File: config.mk
export PLATFORM = sky130hd
export DESIGN_NAME = enc_stream_scheduler
export DESIGN_NICKNAME = d
export VERILOG_FILES = /design/src/rtl/enc_stream_scheduler_pkg.sv /design/src/rtl/enc_order_fifo.sv /design/src/rtl/enc_stream_scheduler.sv
export SDC_FILE = /design/constraint.sdc
export NUM_CORES = 1
export LEC_CHECK = 0
export ABC_CLOCK_PERIOD_IN_PS = 4500
export CAP_MARGIN = 20
export CORE_UTILIZATION = 50
export DETAILED_ROUTE_END_ITERATION = 8
export DONT_BUFFER_PORTS = 1
export GPL_ROUTABILITY_DRIVEN = 0
export PLACE_DENSITY = 0.68
export SETUP_SLACK_MARGIN = 0.05
export SYNTH_ARGS = -nofsm -noshare
export SYNTH_HDL_FRONTEND = slang
export SYNTH_SLANG_ARGS = --single-unit
File: constraint.sdc
create_clock -name clk -period 4.5 [get_ports clk]
set_input_delay 0.45 -clock clk [delete_from_list [all_inputs] [get_ports clk]]
set_output_delay 0.45 -clock clk [all_outputs]
set_load 0.01 [all_outputs]
File: src/rtl/enc_stream_scheduler_pkg.sv
// Shared definitions for the RS encoder input-side stream scheduler.
package enc_stream_scheduler_pkg;

  // Default symbol width, encoder beat width and codeword message length
  localparam int SYM_W       = 8;
  localparam int ENC_SYM     = 4;
  localparam int RSC_MES_LEN = 239;

  // Symbols carried by the final beat of a codeword (0 means a full beat)
  localparam int LAST_BEAT_SYM = RSC_MES_LEN % ENC_SYM;

  // Scheduler states
  typedef enum logic [0:0] {
    S_IDLE = 1'b0,
    S_XFER = 1'b1
  } sch_state_e;

endpackage

File: src/rtl/enc_order_fifo.sv
// Small synchronous FIFO that remembers the order in which channels were
// granted. The head is held in a register so downstream sees a flop output.
module enc_order_fifo #(
  parameter int W   = 2,
  parameter int DEP = 4,
  localparam int PW = $clog2(DEP),
  localparam int CW = $clog2(DEP + 1)
) (
  input  logic         clk,
  input  logic         rst_n,
  input  logic         push,
  input  logic [W-1:0] push_data,
  input  logic         pop,
  output logic         full,
  output logic         empty,
  output logic [W-1:0] head
);
  import enc_stream_scheduler_pkg::*;

  logic [W-1:0]  mem_q [DEP];
  logic [W-1:0]  mem_d [DEP];
  logic [PW-1:0] wr_ptr_q, wr_ptr_d;
  logic [PW-1:0] rd_ptr_q, rd_ptr_d;
  logic [CW-1:0] cnt_q, cnt_d;
  logic          full_q, full_d;
  logic          empty_q, empty_d;
  logic [W-1:0]  head_q, head_d;
  logic          do_push_s;
  logic          do_pop_s;

  // Pointer advance with wrap, valid for non-power-of-two depths
  function automatic logic [PW-1:0] ptr_inc(input logic [PW-1:0] p);
    logic [PW-1:0] n;
    if (p == PW'(DEP - 1)) begin
      n = '0;
    end else begin
      n = p + PW'(1);
    end
    return n;
  endfunction

  // Next-state computation for storage, pointers, occupancy and head
  always_comb begin
    mem_d     = mem_q;
    wr_ptr_d  = wr_ptr_q;
    rd_ptr_d  = rd_ptr_q;
    cnt_d     = cnt_q;
    do_push_s = push & ~full_q;
    do_pop_s  = pop & ~empty_q;
    if (do_push_s) begin
      mem_d[wr_ptr_q] = push_data;
      wr_ptr_d        = ptr_inc(wr_ptr_q);
    end else begin
      wr_ptr_d = wr_ptr_q;
    end
    if (do_pop_s) begin
      rd_ptr_d = ptr_inc(rd_ptr_q);
    end else begin
      rd_ptr_d = rd_ptr_q;
    end
    case ({do_push_s, do_pop_s})
      2'b10:   cnt_d = cnt_q + CW'(1);
      2'b01:   cnt_d = cnt_q - CW'(1);
      default: cnt_d = cnt_q;
    endcase
    full_d  = (cnt_d == CW'(DEP));
    empty_d = (cnt_d == CW'(0));
    head_d  = mem_d[rd_ptr_d];
  end

  // State registers; the head, full and empty flags are all flop outputs
  always_ff @(posedge clk or negedge rst_n) begin
    if (!rst_n) begin
      for (int i = 0; i < DEP; i++) begin
        mem_q[i] <= '0;
      end
      wr_ptr_q <= '0;
      rd_ptr_q <= '0;
      cnt_q    <= '0;
      full_q   <= 1'b0;
      empty_q  <= 1'b1;
      head_q   <= '0;
    end else begin
      mem_q    <= mem_d;
      wr_ptr_q <= wr_ptr_d;
      rd_ptr_q <= rd_ptr_d;
      cnt_q    <= cnt_d;
      full_q   <= full_d;
      empty_q  <= empty_d;
      head_q   <= head_d;
    end
  end

  assign full  = full_q;
  assign empty = empty_q;
  assign head  = head_q;

endmodule

File: src/rtl/enc_stream_scheduler.sv
// Shares one RS encoder input among N_CH message streams. A channel is
// granted for a whole codeword (round-robin), its beats are forwarded with
// size and start/end markers, and the grant order is queued for the output
// side so finished codewords can be routed back to their channel.
module enc_stream_scheduler #(
  parameter int N_CH        = 4,
  parameter int SYM_W       = enc_stream_scheduler_pkg::SYM_W,
  parameter int ENC_SYM     = enc_stream_scheduler_pkg::ENC_SYM,
  parameter int RSC_MES_LEN = enc_stream_scheduler_pkg::RSC_MES_LEN,
  parameter int ORD_DEP     = 4,
  localparam int CH_W   = $clog2(N_CH),
  localparam int CNT_W  = $clog2(ENC_SYM + 1),
  localparam int BEAT_W = ENC_SYM * SYM_W
) (
  input  logic                          clk,
  input  logic                          rst_n,
  input  logic                          cfg_en,
  input  logic [N_CH-1:0]               ch_valid,
  input  logic [N_CH-1:0][BEAT_W-1:0]   ch_data,
  output logic [N_CH-1:0]               ch_ready,
  output logic                          enc_valid,
  input  logic                          enc_ready,
  output logic [BEAT_W-1:0]             enc_data,
  output logic [CNT_W-1:0]              enc_cnt,
  output logic                          enc_sof,
  output logic                          enc_eof,
  output logic [CH_W-1:0]               enc_ch,
  output logic                          ord_valid,
  output logic [CH_W-1:0]               ord_ch,
  input  logic                          ord_pop,
  output logic                          busy
);
  import enc_stream_scheduler_pkg::*;

  localparam int SCNT_W = $clog2(RSC_MES_LEN + 1);

  sch_state_e        state_q, state_d;
  logic [CH_W-1:0]   grant_q, grant_d;
  logic [CH_W-1:0]   rr_q, rr_d;
  logic [SCNT_W-1:0] sym_cnt_q, sym_cnt_d;

  logic [SCNT_W-1:0] rem_s;
  logic [CNT_W-1:0]  beat_cnt_s;
  logic              last_beat_s;
  logic              grant_ok_s;
  logic [CH_W-1:0]   winner_s;
  logic [CH_W-1:0]   winner_inc_s;
  logic              hs_s;
  logic              push_s;
  logic              ord_full_s;
  logic              ord_empty_s;
  logic [CH_W-1:0]   ord_head_s;

  // First requesting channel at or above ptr, wrapping past N_CH-1
  function automatic logic [CH_W-1:0] rr_pick(input logic [N_CH-1:0] req,
                                              input logic [CH_W-1:0] ptr);
    logic [2*N_CH-1:0] dbl;
    int                off;
    int                sum;
    dbl = {req, req} >> ptr;
    off = 0;
    for (int i = N_CH - 1; i >= 0; i--) begin
      if (dbl[i]) begin
        off = i;
      end else begin
        off = off;
      end
    end
    sum = int'(ptr) + off;
    if (sum >= N_CH) begin
      sum = sum - N_CH;
    end else begin
      sum = sum;
    end
    return CH_W'(sum);
  endfunction

  // Remaining message symbols and the size of the beat currently offered
  always_comb begin
    rem_s = SCNT_W'(RSC_MES_LEN) - sym_cnt_q;
    if (rem_s <= SCNT_W'(ENC_SYM)) begin
      beat_cnt_s  = CNT_W'(rem_s);
      last_beat_s = 1'b1;
    end else begin
      beat_cnt_s  = CNT_W'(ENC_SYM);
      last_beat_s = 1'b0;
    end
  end

  // Grant qualification and round-robin winner; full flag is registered
  always_comb begin
    grant_ok_s = cfg_en & (|ch_valid) & ~ord_full_s;
    winner_s   = rr_pick(ch_valid, rr_q);
    if (winner_s == CH_W'(N_CH - 1)) begin
      winner_inc_s = '0;
    end else begin
      winner_inc_s = winner_s + CH_W'(1);
    end
    hs_s = (state_q == S_XFER) & ch_valid[grant_q] & enc_ready;
  end

  // Encoder-side and channel-side outputs; all zero outside a transfer
  always_comb begin
    ch_ready  = '0;
    enc_valid = 1'b0;
    enc_data  = '0;
    enc_cnt   = '0;
    enc_sof   = 1'b0;
    enc_eof   = 1'b0;
    enc_ch    = '0;
    busy      = 1'b0;
    if (state_q == S_XFER) begin
      enc_valid         = ch_valid[grant_q];
      enc_data          = ch_data[grant_q];
      enc_cnt           = beat_cnt_s;
      enc_sof           = (sym_cnt_q == SCNT_W'(0));
      enc_eof           = last_beat_s;
      enc_ch            = grant_q;
      ch_ready[grant_q] = enc_ready;
      busy              = 1'b1;
    end else begin
      busy = 1'b0;
    end
  end

  // Next-state logic: grant from idle, count symbols, chain on the last beat
  always_comb begin
    state_d   = state_q;
    grant_d   = grant_q;
    rr_d      = rr_q;
    sym_cnt_d = sym_cnt_q;
    push_s    = 1'b0;
    case (state_q)
      S_IDLE: begin
        if (grant_ok_s) begin
          state_d   = S_XFER;
          grant_d   = winner_s;
          rr_d      = winner_inc_s;
          sym_cnt_d = '0;
          push_s    = 1'b1;
        end else begin
          state_d = S_IDLE;
        end
      end
      S_XFER: begin
        if (hs_s && last_beat_s) begin
          if (grant_ok_s) begin
            state_d   = S_XFER;
            grant_d   = winner_s;
            rr_d      = winner_inc_s;
            sym_cnt_d = '0;
            push_s    = 1'b1;
          end else begin
            state_d   = S_IDLE;
            sym_cnt_d = '0;
          end
        end else if (hs_s) begin
          sym_cnt_d = sym_cnt_q + SCNT_W'(beat_cnt_s);
        end else begin
          sym_cnt_d = sym_cnt_q;
        end
      end
      default: begin
        state_d   = S_IDLE;
        sym_cnt_d = '0;
      end
    endcase
  end

  // Scheduler state registers
  always_ff @(posedge clk or negedge rst_n) begin
    if (!rst_n) begin
      state_q   <= S_IDLE;
      grant_q   <= '0;
      rr_q      <= '0;
      sym_cnt_q <= '0;
    end else begin
      state_q   <= state_d;
      grant_q   <= grant_d;
      rr_q      <= rr_d;
      sym_cnt_q <= sym_cnt_d;
    end
  end

  enc_order_fifo #(
    .W   (CH_W),
    .DEP (ORD_DEP)
  ) u_order_fifo (
    .clk       (clk),
    .rst_n     (rst_n),
    .push      (push_s),
    .push_data (winner_s),
    .pop       (ord_pop),
    .full      (ord_full_s),
    .empty     (ord_empty_s),
    .head      (ord_head_s)
  );

  assign ord_valid = ~ord_empty_s;
  assign ord_ch    = ord_head_s;

endmodule

==> flow_metrics.env <==
export IMPL_status="finished, final reports clean"
export IMPL_ios=185
export IMPL_grt_start_max_net_pins=39
export IMPL_critical_path_top_delay_family="flip-flops"
export IMPL_via_per_inst=6.58
export IMPL_final_max_slew_viol_count=0
export IMPL_drc_errors=0
export IMPL_cts_resized=0
export IMPL_peakVddDrop_uv=282
export IMPL_yosysTopAreaCell="dfrtp_1"
export IMPL_fin_crit_sh_pct=74.2
export IMPL_async_reset_ff_share_pct=100
export IMPL_crit_fanout=38
export IMPL_fmax_mhz=300
export IMPL_cap_violations=0
export IMPL_synth_seq_cells=32
export IMPL_p_leak_nw=1.28
export IMPL_endpoint_kind="flop"
export IMPL_grt_usage_pct=28.3
export IMPL_fin_ws_ns=1.16
export IMPL_rows=27
export IMPL_path_clk_slew_ns=0.07
export IMPL_fin_skew_ns=0.00748
export IMPL_worst_pin_slew_ns=0.965
export IMPL_start_util_pct=53.1
export IMPL_clock_root_buffer="clkbuf_8"
export IMPL_syn_inst=297
export IMPL_drt_first_pass_iters=4
export IMPL_finish_net_count=434
export IMPL_grt_pass1_vias=2323
export IMPL_worstHoldPathCells=1
export IMPL_tns_ns=0
export IMPL_met3WireLength_um=874
export IMPL_num_vias=2374
export IMPL_rr_worst_depth=11
export IMPL_numCtsBuffers=5
export IMPL_antennaDiodeCount=0
export IMPL_area_growth_pct=3.86
export IMPL_fin_crit_ns=3.34
export IMPL_drive_above_1_share_pct=20.1
export IMPL_crit_type="flop to flop"
export IMPL_synth_top_area_share_pct=26.0
export IMPL_dieArea_um2=6270
export IMPL_power_density_nw_per_um2=305
export IMPL_startpoint_type="flop"
export IMPL_top_layer="met5"
export IMPL_synth_distinct_cells=50
export IMPL_relSlewSlack_pct=35.7
export IMPL_crit_arrival_ns=3.55
export IMPL_htreeDepth=2
export IMPL_avgSynthCellArea_um2=10.0
export IMPL_grt_pass1_wl_um=13100
export IMPL_clock_path_buffers=2
export IMPL_crit_buf_inv=3
export IMPL_wl_um=8790
export IMPL_hold_viol=0
export IMPL_filler_cell_count=510
export IMPL_whs_ns=0.485
export IMPL_synth_edff_count=0
export IMPL_path_cells="inv_1 -> a21o_1 -> and2_4 -> inv_2 -> ha_1 -> inv_1 -> fa_1 -> xor2_1 -> nor2_1 -> xor2_1 -> nor2b_1"
export IMPL_drtAntennaViolNets=0
export IMPL_antenna_found_initial=1
export IMPL_cp_depth=11
export IMPL_coreArea_um2=5610
export IMPL_synth_main_ff_cell="dfrtp_1"
export IMPL_utilization_pct=55.2
export IMPL_insertion_delay_ns=0.28
export IMPL_cts_tree="yes"
export IMPL_hp_class="flop to flop"
export IMPL_syn_nets=443
export IMPL_yosys_warnings=0
export IMPL_wl_met1_um=3560
export IMPL_crit_slowest_cell="dfrtp_1"
export IMPL_slowest_delay_ns=0.98
export IMPL_die_y_um=79.2
export IMPL_yosys_top_cells_area="dfrtp_1 (26%), mux4_2 (24%), and2_1 (7.6%), ha_1 (3.4%), inv_1 (3.0%)"
export IMPL_post_place_ws_ns=1.18
export IMPL_setup_viol=0
export IMPL_rsz0062_at_grt="false"
export IMPL_fp_dieW_um=79.2
export IMPL_required_ns=4.71
export IMPL_port_buffer_count=0
export IMPL_drt_iter0_drc=125
export IMPL_dpl_hpwl_um=7100
export IMPL_wl_per_cell_um=24.3
export IMPL_syn_area_um2=2980
export IMPL_met2RoutedLength_um=4210
export IMPL_synth_seq_area_share_pct=26.9
export IMPL_cts_sinks=32
export IMPL_grt_ovfl_total=0
## worst register-to-register path, stage by stage (launching register included)
cell,delay (ns)
dfrtp_1,0.98
inv_1,0.32
a21o_1,0.25
and2_4,0.21
inv_2,0.18
ha_1,0.22
inv_1,0.07
fa_1,0.40
xor2_1,0.17
nor2_1,0.11
xor2_1,0.22
nor2b_1,0.15
## final cells by class
| class | count | area [µm²] | share of cell area, % |
|---|---|---|---|
| multi-input cells | 217 | 1960 | 63.2 |
| flip-flops and latches | 32 | 803 | 26.0 |
| inverters | 25 | 93.8 | 3.03 |
| well taps | 72 | 90.1 | 2.91 |
| clock buffers | 7 | 76.3 | 2.47 |
| repair buffers | 7 | 70.1 | 2.26 |
| clock inverters | 1 | 5.00 | 0.162 |
## layout by cell type (no fill, tap or decap), types with 3 or more instances in the layout
cell / netlist / final
mux4_2: 32 / 32
and2_1: 36 / 36
nand3_1: 4 / 4
buf_4: 3 / 4
a21oi_1: 13 / 13
a31o_2: 8 / 8
dfrtp_1: 31 / 30
o31ai_1: 3 / 3
nand2_1: 16 / 16
a311oi_1: 4 / 4
nor3_1: 3 / 3
ha_1: 8 / 8
a31oi_1: 5 / 5
and3b_1: 3 / 3
nor3b_1: 4 / 4
xor2_1: 3 / 3
nor2_1: 16 / 16
a211oi_1: 3 / 3
nor4_1: 4 / 4
clkbuf_8: 0 / 5
nor2b_1: 5 / 5
inv_1: 24 / 24
mux2i_1: 4 / 4
o21ai_0: 10 / 10
o31a_1: 4 / 4
xnor2_1: 4 / 4
a21o_1: 4 / 4
## worst paths after layout
| check | to | slack (ns) | startpoint |
|---|---|---|---|
| worst min register to register | u_order_fifo.cnt_q[2] | 0.49 | u_order_fifo.cnt_q[2] |
| worst max-delay path | u_order_fifo.full | 1.16 | state_q |
| min in group asynchronous | u_order_fifo.empty | 0.56 | rst_n |
| worst min-delay path | u_order_fifo.cnt_q[2] | 0.49 | u_order_fifo.cnt_q[2] |
| worst max register to register | u_order_fifo.full | 1.16 | state_q |
| max in group asynchronous | grant_q[0] | 3.69 | rst_n |
## per-stage QoR
stage | power (mW) | cells | cell area, µm²
after global placement | 0.716 | 350 | 2970
after global routing | 1.02 | 361 | 3090
after CTS | 0.949 | 360 | 3080
after floorplan | 0.660 | 297 | 2980
after detailed placement | 0.728 | 350 | 2970
final | 0.943 | 361 | 3090
## synthesized netlist by cell type (3+ instances only)
| cell | instances |
|---|---|
| nor4_1 | 4 |
| inv_1 | 24 |
| xnor2_1 | 4 |
| buf_6 | 3 |
| a211oi_1 | 3 |
| buf_2 | 5 |
| a311oi_1 | 4 |
| o31a_1 | 4 |
| dfrtp_1 | 31 |
| buf_4 | 3 |
| and3b_1 | 3 |
| nand3_1 | 4 |
| mux4_2 | 32 |
| clkbuf_1 | 8 |
| o21ai_0 | 10 |
| a21o_1 | 4 |
| nor3_1 | 3 |
| a31o_2 | 8 |
| ha_1 | 8 |
| a31oi_1 | 5 |
| a21oi_1 | 13 |
| buf_1 | 3 |
| mux2i_1 | 4 |
| and2_1 | 36 |
| nor2b_1 | 5 |
| o31ai_1 | 3 |
| nor2_1 | 16 |
| xor2_1 | 3 |
| nor3b_1 | 4 |
| nand2_1 | 16 |
## power breakdown
group | switching [mW] | leakage [nW] | total [mW] | internal, mW
Combinational | 0.182 | 0.863 | 0.329 | 0.147
Sequential | 0.0599 | 0.372 | 0.406 | 0.346
Clock | 0.100 | 0.0422 | 0.208 | 0.108
Total | 0.342 | 1.28 | 0.943 | 0.601
## cells by family (layout without fill, tap and decap cells)
| family | after synthesis | in the layout | synth area share, % |
|---|---|---|---|
| and+or+nand+nor | 98 | 98 | 18.3 |
| AOI/OAI and AO/OA | 65 | 65 | 15.2 |
| buffers and inverters | 48 | 40 | 7.43 |
| muxes | 37 | 37 | 25.9 |
| DFF | 32 | 32 | 26.9 |
| adders and majority gates | 9 | 9 | 4.03 |
| xor gates and xnor gates | 7 | 7 | 2.06 |
| other | 1 | 1 | 0.126 |
## registers in the layout, summed over array words and instances, names as in the netlist
| register | cells |
|---|---|
| u_order_fifo.mem_q | 8 |
| u_order_fifo.cnt_q | 3 |
| grant_q | 2 |
| rr_q | 2 |
| state_q | 1 |
| u_order_fifo.empty | 1 |
| sym_cnt_q | 8 |
| u_order_fifo.full | 1 |
| u_order_fifo.head | 2 |
| u_order_fifo.wr_ptr_q | 2 |
| u_order_fifo.rd_ptr_q | 2 |
## per-layer routing
layer	global-route usage, %	up-vias
met3	9.66	12
met2	43.8	121
met5	0	-
li1	-	1076
met4	7.27	2
met1	37.8	1163
## repair_timing
action,CTS,global route
hold buffers,2,1
setup buffers,0,0
endpoints found under the hold margin,31,1
Note: power is estimated with default switching activity, not from simulation.
